## src/rtl/rv32i_pkg.sv

```systemverilog
// Shared types, funct3 encodings and lane helpers for the RV32I load/store unit.
package rv32i_pkg;

  localparam logic [2:0] F3_B  = 3'b000;
  localparam logic [2:0] F3_H  = 3'b001;
  localparam logic [2:0] F3_W  = 3'b010;
  localparam logic [2:0] F3_BU = 3'b100;
  localparam logic [2:0] F3_HU = 3'b101;

  localparam logic [3:0] MASK_B = 4'b0001;
  localparam logic [3:0] MASK_H = 4'b0011;
  localparam logic [3:0] MASK_W = 4'b1111;

  typedef enum logic [1:0] {
    IDLE = 2'd0,
    ACC0 = 2'd1,
    ACC1 = 2'd2,
    RESP = 2'd3
  } lsu_state_t;

  // Access size comes from funct3[1:0]; the unsigned variants share the same sizes.
  function automatic logic [3:0] size_mask(input logic [2:0] f3);
    case (f3[1:0])
      2'b00:   return MASK_B;
      2'b01:   return MASK_H;
      default: return MASK_W;
    endcase
  endfunction

  // Eight-lane mask spanning the addressed word and the one after it.
  function automatic logic [7:0] lane_mask(input logic [2:0] f3, input logic [1:0] off);
    return {4'b0000, size_mask(f3)} << off;
  endfunction

  // Stores only have signed-size encodings; loads also allow BU/HU.
  function automatic logic funct3_legal(input logic is_store, input logic [2:0] f3);
    if (is_store) return (f3 == F3_B) || (f3 == F3_H) || (f3 == F3_W);
    return (f3 == F3_B) || (f3 == F3_H) || (f3 == F3_W) || (f3 == F3_BU) || (f3 == F3_HU);
  endfunction

endpackage

```

## src/rtl/rv32i_lsu_if.sv

```systemverilog
// Data-memory port: word address, lane enables, strobes and combinational read data.
interface rv32i_lsu_if;
  logic [31:0] addr;
  logic [31:0] wdata;
  logic [3:0]  byte_en;
  logic        wr_en;
  logic        rd_en;
  logic [31:0] rdata;

  modport master (output addr, wdata, byte_en, wr_en, rd_en, input rdata);
  modport slave  (input addr, wdata, byte_en, wr_en, rd_en, output rdata);
endinterface

```

## src/rtl/rv32i_lsu_align.sv

```systemverilog
// Combinational lane alignment: store lane mask/data shift and load extract/extend.
module rv32i_lsu_align
  import rv32i_pkg::*;
(
  input  logic [2:0]  funct3,
  input  logic [1:0]  off,
  input  logic [31:0] wdata,
  input  logic [31:0] lo,
  input  logic [31:0] hi,
  output logic [7:0]  lane,
  output logic [63:0] data,
  output logic        split,
  output logic [31:0] rdata
);

  logic [63:0] joined;
  logic [31:0] raw;

  // Store side: lanes and data shifted across a two-word window.
  always_comb begin
    lane  = lane_mask(funct3, off);
    data  = {32'b0, wdata} << {off, 3'b000};
    split = |lane[7:4];
  end

  // Load side: bring the addressed bytes down to bit 0, then extend by funct3.
  always_comb begin
    joined = {hi, lo} >> {off, 3'b000};
    raw    = joined[31:0];
    case (funct3)
      F3_B:    rdata = {{24{raw[7]}}, raw[7:0]};
      F3_H:    rdata = {{16{raw[15]}}, raw[15:0]};
      F3_BU:   rdata = {24'b0, raw[7:0]};
      F3_HU:   rdata = {16'b0, raw[15:0]};
      default: rdata = raw;
    endcase
  end

endmodule

```

## src/rtl/rv32i_lsu.sv

```systemverilog
// RV32I load/store unit: single outstanding request, optional split of misaligned accesses.
module rv32i_lsu
  import rv32i_pkg::*;
#(
  parameter bit SPLIT_MISALIGNED = 1'b1
) (
  input  logic        clk,
  input  logic        rst_n,
  input  logic        req_valid,
  output logic        req_ready,
  input  logic        req_is_store,
  input  logic [2:0]  req_funct3,
  input  logic [31:0] req_addr,
  input  logic [31:0] req_wdata,
  output logic        resp_valid,
  input  logic        resp_ready,
  output logic [31:0] resp_rdata,
  output logic        resp_err,
  rv32i_lsu_if.master dmem
);

  lsu_state_t  state_q, state_d;
  logic [31:0] addr_q;
  logic [2:0]  funct3_q;
  logic        store_q;
  logic [31:0] wdata_q;
  logic [31:0] lo_q, hi_q;
  logic [31:0] rdata_q;
  logic        err_q;

  logic [7:0]  req_lane;
  logic        req_err;
  logic [31:0] lo_sel, hi_sel;
  logic [7:0]  lane;
  logic [63:0] data;
  logic        split;
  logic [31:0] ext_rdata;

  rv32i_lsu_align u_align (
    .funct3 (funct3_q),
    .off    (addr_q[1:0]),
    .wdata  (wdata_q),
    .lo     (lo_sel),
    .hi     (hi_sel),
    .lane   (lane),
    .data   (data),
    .split  (split),
    .rdata  (ext_rdata)
  );

  // Accept-time error decision so the error response needs no memory cycle.
  always_comb begin
    req_lane = lane_mask(req_funct3, req_addr[1:0]);
    req_err  = !funct3_legal(req_is_store, req_funct3) ||
               (!SPLIT_MISALIGNED && (|req_lane[7:4]));
  end

  // Feed the extractor with the word arriving this cycle so the result can be registered on entry to RESP.
  always_comb begin
    lo_sel = lo_q;
    hi_sel = hi_q;
    if (state_q == ACC0) begin
      lo_sel = dmem.rdata;
      hi_sel = '0;
    end else if (state_q == ACC1) begin
      hi_sel = dmem.rdata;
    end
  end

  // State register; reset drops straight to IDLE, which also silences the dmem strobes.
  always_ff @(posedge clk or negedge rst_n) begin
    if (!rst_n) state_q <= IDLE;
    else        state_q <= state_d;
  end

  // Next state and all handshake/memory outputs.
  always_comb begin
    state_d      = state_q;
    req_ready    = 1'b0;
    resp_valid   = 1'b0;
    dmem.addr    = '0;
    dmem.wdata   = '0;
    dmem.byte_en = '0;
    dmem.wr_en   = 1'b0;
    dmem.rd_en   = 1'b0;
    case (state_q)
      IDLE: begin
        req_ready = 1'b1;
        if (req_valid) state_d = req_err ? RESP : ACC0;
      end
      ACC0: begin
        dmem.addr    = {addr_q[31:2], 2'b00};
        dmem.wdata   = data[31:0];
        dmem.byte_en = lane[3:0];
        dmem.wr_en   = store_q;
        dmem.rd_en   = !store_q;
        state_d      = split ? ACC1 : RESP;
      end
      ACC1: begin
        dmem.addr    = {addr_q[31:2] + 30'd1, 2'b00};
        dmem.wdata   = data[63:32];
        dmem.byte_en = lane[7:4];
        dmem.wr_en   = store_q;
        dmem.rd_en   = !store_q;
        state_d      = RESP;
      end
      RESP: begin
        resp_valid = 1'b1;
        if (resp_ready) state_d = IDLE;
      end
      default: state_d = IDLE;
    endcase
  end

  // Request capture, load word capture and the registered response.
  always_ff @(posedge clk or negedge rst_n) begin
    if (!rst_n) begin
      addr_q   <= '0;
      funct3_q <= '0;
      store_q  <= 1'b0;
      wdata_q  <= '0;
      lo_q     <= '0;
      hi_q     <= '0;
      rdata_q  <= '0;
      err_q    <= 1'b0;
    end else begin
      case (state_q)
        IDLE: begin
          if (req_valid) begin
            addr_q   <= req_addr;
            funct3_q <= req_funct3;
            store_q  <= req_is_store;
            wdata_q  <= req_wdata;
            lo_q     <= '0;
            hi_q     <= '0;
            rdata_q  <= '0;
            err_q    <= req_err;
          end
        end
        ACC0: begin
          if (!store_q) begin
            lo_q <= dmem.rdata;
            if (!split) rdata_q <= ext_rdata;
          end
        end
        ACC1: begin
          if (!store_q) begin
            hi_q    <= dmem.rdata;
            rdata_q <= ext_rdata;
          end
        end
        default: ;
      endcase
    end
  end

  assign resp_rdata = rdata_q;
  assign resp_err   = err_q;

endmodule

```

## src/flat_wrapper.sv

```systemverilog
// flat-port wrapper written by rule: the top's interface ports become plain ports
module rv32i_lsu_flat import rv32i_pkg::*;
#(
  parameter bit SPLIT_MISALIGNED = 1'b1
)
  (clk, rst_n, req_valid, req_ready, req_is_store, req_funct3, req_addr, req_wdata, resp_valid, resp_ready, resp_rdata, resp_err, dmem_addr, dmem_wdata, dmem_byte_en, dmem_wr_en, dmem_rd_en, dmem_rdata);
  rv32i_lsu_if dmem_i ();
  input  logic clk;
  input  logic rst_n;
  input  logic req_valid;
  output logic req_ready;
  input  logic req_is_store;
  input  logic [2:0] req_funct3;
  input  logic [31:0] req_addr;
  input  logic [31:0] req_wdata;
  output logic resp_valid;
  input  logic resp_ready;
  output logic [31:0] resp_rdata;
  output logic resp_err;
  output wire logic [$bits(dmem_i.addr)-1:0] dmem_addr;
  output wire logic [$bits(dmem_i.wdata)-1:0] dmem_wdata;
  output wire logic [$bits(dmem_i.byte_en)-1:0] dmem_byte_en;
  output wire logic [$bits(dmem_i.wr_en)-1:0] dmem_wr_en;
  output wire logic [$bits(dmem_i.rd_en)-1:0] dmem_rd_en;
  input wire logic [$bits(dmem_i.rdata)-1:0] dmem_rdata;
  assign dmem_addr = dmem_i.addr;
  assign dmem_wdata = dmem_i.wdata;
  assign dmem_byte_en = dmem_i.byte_en;
  assign dmem_wr_en = dmem_i.wr_en;
  assign dmem_rd_en = dmem_i.rd_en;
  assign dmem_i.rdata = dmem_rdata;
  rv32i_lsu #(.SPLIT_MISALIGNED(SPLIT_MISALIGNED)) u_core (.clk(clk), .rst_n(rst_n), .req_valid(req_valid), .req_ready(req_ready), .req_is_store(req_is_store), .req_funct3(req_funct3), .req_addr(req_addr), .req_wdata(req_wdata), .resp_valid(resp_valid), .resp_ready(resp_ready), .resp_rdata(resp_rdata), .resp_err(resp_err), .dmem(dmem_i));
endmodule
```

## config.mk

```make
export PLATFORM = sky130hd
export DESIGN_NAME = rv32i_lsu_flat
export DESIGN_NICKNAME = d
export VERILOG_FILES = /design/src/rtl/rv32i_pkg.sv /design/src/rtl/rv32i_lsu_if.sv /design/src/rtl/rv32i_lsu_align.sv /design/src/rtl/rv32i_lsu.sv /design/src/flat_wrapper.sv
export SDC_FILE = /design/constraint.sdc
export NUM_CORES = 1
export LEC_CHECK = 0
export CAP_MARGIN = 15
export CORE_MARGIN = 2
export CORE_UTILIZATION = 48
export CTS_CLUSTER_DIAMETER = 30
export DETAILED_ROUTE_END_ITERATION = 8
export GPL_TIMING_DRIVEN = 0
export PLACE_DENSITY = 0.79
export SLEW_MARGIN = 10
export SYNTH_ARGS = -nofsm -noshare
export SYNTH_HDL_FRONTEND = slang
export SYNTH_HIERARCHICAL = 1
export SYNTH_SLANG_ARGS = --single-unit
```

## constraint.sdc

```tcl
create_clock -name clk -period 2.55 [get_ports clk]
set_input_delay 0.255 -clock clk [delete_from_list [all_inputs] [get_ports clk]]
set_output_delay 0.255 -clock clk [all_outputs]
set_load 0.02 [all_outputs]
```

# Yosys cells after proc, flatten, opt, wreduce, memory -nomap -nowiden
# Index checks and enable logic that the tools add are counted.
dict set report word_totals {
  romBits 0
  mem_count 0
  out_inout_bits 105
  latch_bits 0
  ram_bits 0
  input_bits 104
  word_cells 77
  regBits 167
}
dict set report classes {
  addsub 1
  n_div 0
  muxes 28
  order_cmp 0
  shifts 3
  n_mul 0
  bitwise 0
  eq_ne 16
  n_reduce_logical 20
}
# op n
set ops {}
lappend ops {{32-bit two-way mux} 8}
lappend ops {{32-bit case mux with 2 select lines} 4}
lappend ops {{32-bit case mux with 4 select lines} 1}
lappend ops {{32-bit case mux with 3 select lines} 1}
lappend ops {{32-bit by 5-bit << shifter with 64-bit output} 1}
lappend ops {{64-bit by 5-bit right shift with 32-bit output} 1}
lappend ops {{30-bit by 1-bit adder with 30-bit output (second input constant)} 1}
lappend ops {{4-bit case mux with 2 select lines} 2}
lappend ops {{3-bit == test (second input constant)} 4}
lappend ops {{2-bit != test (second input constant)} 5}
lappend ops {{1-bit two-way mux} 8}
lappend ops {{2-bit case mux with 4 select lines} 1}
lappend ops {{4-bit by 2-bit << shifter with 8-bit output} 1}
lappend ops {{3-bit by 1-bit == test with 1-bit output (second input constant)} 2}
lappend ops {{3-bit zero test} 2}
lappend ops {{2-bit two-way mux} 3}
lappend ops {{3-bit AND reduction} 2}
lappend ops {{5-bit AND reduction} 1}
lappend ops {{2-bit by 1-bit == test with 1-bit output (second input constant)} 2}
lappend ops {{2-bit == test (second input constant)} 2}
lappend ops {{2-bit zero test} 2}
lappend ops {{1-bit logical OR} 4}
lappend ops {{2-bit AND reduction} 2}
lappend ops {{2-bit nonzero test} 2}
lappend ops {{other kinds (5)} 6}

# Logic depth before layout (Yosys ltp)
dict set report depth {
  depth_word 9
  depth_mapped 13
}

# Cells and area by module
# Netlist, hierarchy kept.
# mod instances area_each_um2 cells_per_inst seq_area_each_um2
set by_module_without_submodules {}
lappend by_module_without_submodules {rv32i_lsu 1 8828.5 999 4179.0}
lappend by_module_without_submodules {rv32i_lsu_align 1 2049.5 243 0.0}

# Worst setup path after synthesis
# No wires, ideal clock.
dict set report synth_path {
  path_type {register to register}
  start {register u_core.state_q[1]}
  end {register u_core.rdata_q[31], in the netlist u_core/resp_rdata[31]}
  synth_period_minus_slack_ns 2.847
  setup_ns 0.135
  required_time_ns 2.415
  arrival_time_ns 2.712
  setup_slack_ns -0.297
  stages_incl_launch_ff 13
  path_cell_list {dfrtp_1 -> inv_1 -> ha_1 -> clkbuf_1 -> clkbuf_1 -> clkbuf_1 -> o21ai_0 -> mux4_1 -> mux2i_4 -> buf_6 -> o21ai_0 -> nand2_1 -> o21ai_0}
}
dict set report synth_between {
  elab_cells_between_ends 18
  cone_classes {eq/ne (6); shift (1); mux (8); reduce/logical (3)}
}
# element line
set synth_rtl {}
lappend synth_rtl {{start: declaration} rv32i_lsu.sv:22} ;# lsu_state_t state_q, state_d;
lappend synth_rtl {{start signal: assignment} rv32i_lsu.sv:73} ;# else state_q <= state_d;
lappend synth_rtl {{2-bit by 1-bit == test with 1-bit output (*)} rv32i_lsu.sv:62} ;# if (state_q == ACC0) begin
lappend synth_rtl {{32-bit two-way mux (*)} rv32i_lsu.sv:62}
lappend synth_rtl {{net u_core.lo_sel[31]} rv32i_lsu.sv:33} ;# logic [31:0] lo_sel, hi_sel;
lappend synth_rtl {{64-bit by 5-bit right shift with 32-bit output (*)} rv32i_lsu_align.sv:28} ;# joined = {hi, lo} >> {off, 3'b000};
lappend synth_rtl {{32-bit case mux with 4 select lines (*)} rv32i_lsu_align.sv:30} ;# case (funct3)
lappend synth_rtl {{net u_core.ext_rdata[31]} rv32i_lsu.sv:37} ;# logic [31:0] ext_rdata;
lappend synth_rtl {{32-bit two-way mux} rv32i_lsu.sv:143} ;# if (!split) rdata_q <= ext_rdata;
lappend synth_rtl {{32-bit two-way mux} rv32i_lsu.sv:141} ;# if (!store_q) begin
lappend synth_rtl {{32-bit case mux with 3 select lines (*)} rv32i_lsu.sv:127} ;# case (state_q)
lappend synth_rtl {{end signal: assignment} rv32i_lsu.sv:143}
lappend synth_rtl {{end signal: assignment} rv32i_lsu.sv:149} ;# rdata_q <= ext_rdata;
lappend synth_rtl {{end: declaration} rv32i_lsu.sv:28} ;# logic [31:0] rdata_q;
# Mark *: on every way through the listed nets, which the timed path passes. The rest lies on a longest branch. The select of a mux whose other input is x is not followed.
# A chain may end at the register's enable or synchronous reset.

# Worst setup path after layout
dict set report layout_path {
  start {register u_core.state_q[1]}
  end {register u_core.rdata_q[19], in the netlist u_core/resp_rdata[19]}
}
# Same word-level chain as after synthesis.

==> results by stage <==
Routing:
- For this run, the detailed router's first-pass iteration total came to 6.
- Using the TritonRoute via totals, the vias-per-cell ratio works out to ~6.
- The via count of the routed design is around 10000.
- The violation count after the first detailed-route iteration is 1269.
- The remaining design rule violation count is 0.
- The average wire length per cell after detail routing is roughly 20 um.
- The final antenna-violating net count is 0.
- Summed over all layers, the routed wires come to around 35 mm.

Cells and area:
- From synthesis to final layout, the design area changed by 34.3%.
- The final cell count without fillers is ~1700.
- The final net count is 1564.
- With fillers left out, the area of the finished cells amounts to around 0.014 mm2.
- The filler cell count is about 1700.
- The fraction of final layout cells sized beyond drive strength 1 is 24.4%.

STA:
- Subtracting the final worst setup slack from the clock period gives 2.61 ns.
- Setup violations remaining at the end of the flow were counted as 12.
- Hold timing on the final database bottoms out at a slack of between 0.3 and 0.4 ns.
- The headroom to the max-slew limit is between 40% and 50%.
- Across the routed clock network, the largest skew measured is slightly below 0.009 ns.
- In the post-route analysis, the smallest setup slack over all paths is -0.0647 ns.
- The fmax is 382 MHz.
- The count of final hold-check violations is 0.
- Setup repair after global routing could not meet its margin everywhere.
- The final period utilization is 103%.
- The number of pins exceeding their max-slew limit in the final report is 0.
- At the pin with the least slew margin, the transition time is 0.794 ns.

Global routing:
- The wire length of the first global-routing pass is between 50 and 60 mm.
- The number of antenna violations at the first check in global routing came to 2.
- The via count of the first global-routing pass is about 10000.
- The global-route total usage across every layer is 30.2%.
- Entering global routing, the biggest net connects around 110 pins.
- The total overflow left after global routing is 0.

Critical path:
- By instance count, the cell type seen most on the critical path is sky130_fd_sc_hd__buf_8.
- STA puts the critical path data required time at between 2 and 3 ns.
- The maximum fanout along the worst path is 10.
- The startpoint class of the critical path is a register.
- Traced cell by cell, the critical path runs through inv_2 > ha_2 > buf_8 > clkbuf_16 > buf_8 > nand2_2 > o21ai_2 > mux4_2 > mux2i_4 > buf_6 > o21ai_0 > nand2_1 > o21ai_1.
- For this run, the slowest stage of the critical path takes about 0.5 ns.
- Among all stages on the critical path, the largest delay is contributed by sky130_fd_sc_hd__mux4_2.
- The type of destination of the critical path is a register.
- The startpoint-to-endpoint class of the critical path is reg2reg.
- For the worst setup path, the data arrival time is 2.92 ns.

Clocking:
- The H-tree generated during clock tree synthesis spans 4 levels.
- The number of clock buffers added by TritonCTS is 17.
- The clock latency reported for the late side of the worst-skew pair is 0.43 ns.
- The buffer depth of the longest clock path is 2.
- Clock tree synthesis found a total of ~160 sinks.
- The clock tree from TritonCTS is yes.
- The clock-pin slew reported for the worst setup and hold paths after clock tree synthesis is ~0.060 ns.
- CTS placed an instance of sky130_fd_sc_hd__clkbuf_16 at the clock tree root.

Min path:
- The worst hold path belongs to the class in2async.

Place:
- The half-perimeter wire length of the detailed placement result is ~25 mm.
- Buffers placed on the I/O ports in this run total 206.
- At the end of routability-driven placement, the weighted congestion stood at roughly 0.94.
- Once placement completed, the tool counted placed cells totaling between 1500 and 2000.
- The placement-stage cell area is approximately 0.013 mm2.

Floorplan:
- The die is between 150 and 200 um tall.
- The initial utilization of the core area, before any placement, comes to approximately half.
- The placement row count is 54.
- The die boundary width is between 150 and 200 um.
- The I/O pin count is about 210.
- The floorplan die area is ~0.023 mm2.
- The area of the placeable core is between 0.02 and 0.025 mm2.

Outcome:
- The run finished, with violations left.
- The final reports fail on negative setup slack.

Pwr:
- The worst-case IR drop observed on VDD is just over 0.0006 V.
- For this design the static power due to leakage is approximately 6 nW.
- The areal power density over the cells is around 1500 mW/mm2.

Yosys:
- The post-synthesis instance area is 0.0105 mm2.
- The per-instance average area after synthesis is roughly 8.8 um2.
- The post-synthesis cell count is between 1000 and 1500.
- For this run, the number of Yosys warnings is 6.

Flow run:
- Max-cap violations in this run came to 0.
## report_power, final
| group | switching [mW] | internal [mW] |
|---|---|---|
| clock | 1.05 | 1.62 |
| sequential | 0.967 | 3.56 |
| combinational | 7.71 | 5.76 |
| total | 9.72 | 10.9 |
## layout by cell type, fill, tap and decap left out, types with 29 or more instances in the layout
cell type and n:
sky130_fd_sc_hd__a21oi_1 33, sky130_fd_sc_hd__a22oi_1 37, sky130_fd_sc_hd__buf_2 36, sky130_fd_sc_hd__buf_4 57, sky130_fd_sc_hd__clkbuf_1 32, sky130_fd_sc_hd__clkdlybuf4s50_1 137
sky130_fd_sc_hd__dfrtp_1 152, sky130_fd_sc_hd__inv_1 36, sky130_fd_sc_hd__mux2_2 78, sky130_fd_sc_hd__mux4_2 34, sky130_fd_sc_hd__nand2_1 233, sky130_fd_sc_hd__nor2b_1 52
sky130_fd_sc_hd__o21ai_0 135, sky130_fd_sc_hd__o21ai_1 29
## stage by stage
stage	total power, mW	setup slack [ns]	util (%)	TNS [ns]
2_1_floorplan	12.3	0.0114	-	0
3_3_place_gp	16.3	-5.34	59.8	-880.73
3_5_place_dp	16.6	-0.771	60.0	-39.31
4_1_cts	19.9	-0.122	64.6	-1.46
5_1_grt	21.9	-0.127	65.1	-1.51
6_report	20.7	-0.0647	65.1	-0.405
## final cells by class
type	count	area (um2)	area share (%)
repair buffers	243	2120	15.1
plain buffers	112	858	6.09
diodes	2	5.00	0.0355
multi-input cells	884	6020	42.7
clock inverters	11	168	1.19
inverters	38	143	1.01
well taps	280	350	2.49
clock buffers	19	433	3.07
flip-flops and latches	159	3990	28.3
## metal layers
| metal | up-vias | global-route usage, % | part of all wire [%] |
|---|---|---|---|
| li1 | 4693 | - | - |
| met1 | 5017 | 42.8 | 41 |
| met2 | 687 | 47.5 | 46 |
| met3 | 77 | 5.70 | 10 |
| met4 | 0 | 9.17 | 2.7 |
| met5 | - | 0 | 0 |
## final timing paths
path | from | to | slack (ns) | cells past startpoint
worst min-delay path | rst_n | u_core/resp_rdata[24]$_DFFE_PN0P_ | 0.34 | 2
max in group asynchronous | rst_n | u_core/addr_q[25]$_DFFE_PN0P_ | 1.32 | 3
min in group clk | req_wdata[2] | u_core/wdata_q[2]$_DFFE_PN0P_ | 0.43 | 2
worst max register to register | u_core/state_q[1]$_DFFE_PN0P_ | u_core/resp_rdata[19]$_DFFE_PN0P_ | -0.06 | 13
worst max-delay path | u_core/state_q[1]$_DFFE_PN0P_ | u_core/resp_rdata[19]$_DFFE_PN0P_ | -0.06 | 13
worst min register to register | u_core/resp_rdata[24]$_DFFE_PN0P_ | u_core/resp_rdata[24]$_DFFE_PN0P_ | 0.48 | 2
## flip-flops by register name, summed over array words and instances, names as in the netlist
| signal | cells |
|---|---|
| u_core/addr_q | 32 |
| u_core/lo_q | 32 |
| u_core/resp_rdata | 32 |
| u_core/wdata_q | 32 |
| u_core/hi_q | 24 |
| u_core/funct3_q | 3 |
| u_core/state_q | 2 |
| u_core/resp_err | 1 |
| u_core/store_q | 1 |
## critical path, delay by kind of cell (launching register included)
| family | cells | cell delay [ns] |
|---|---|---|
| flip-flops | 1 | 0.40 |
| AO/OA/AOI/OAI | 3 | 0.23 |
| adder cells (fa/ha/maj) | 1 | 0.20 |
| buffers and inverters | 5 | 0.69 |
| multiplexers | 2 | 0.78 |
| AND/OR/NAND/NOR | 2 | 0.18 |
## what timing repair did
item,CTS,global route
endpoints found under the setup margin,124,123
gates resized for setup,330,138
cloned,1,1
hold buffers,1,0
endpoints found under the hold margin,54,0
pin swaps,4,12
setup buffers,21,12
No activity file was read; power rests on OpenSTA's default activity.
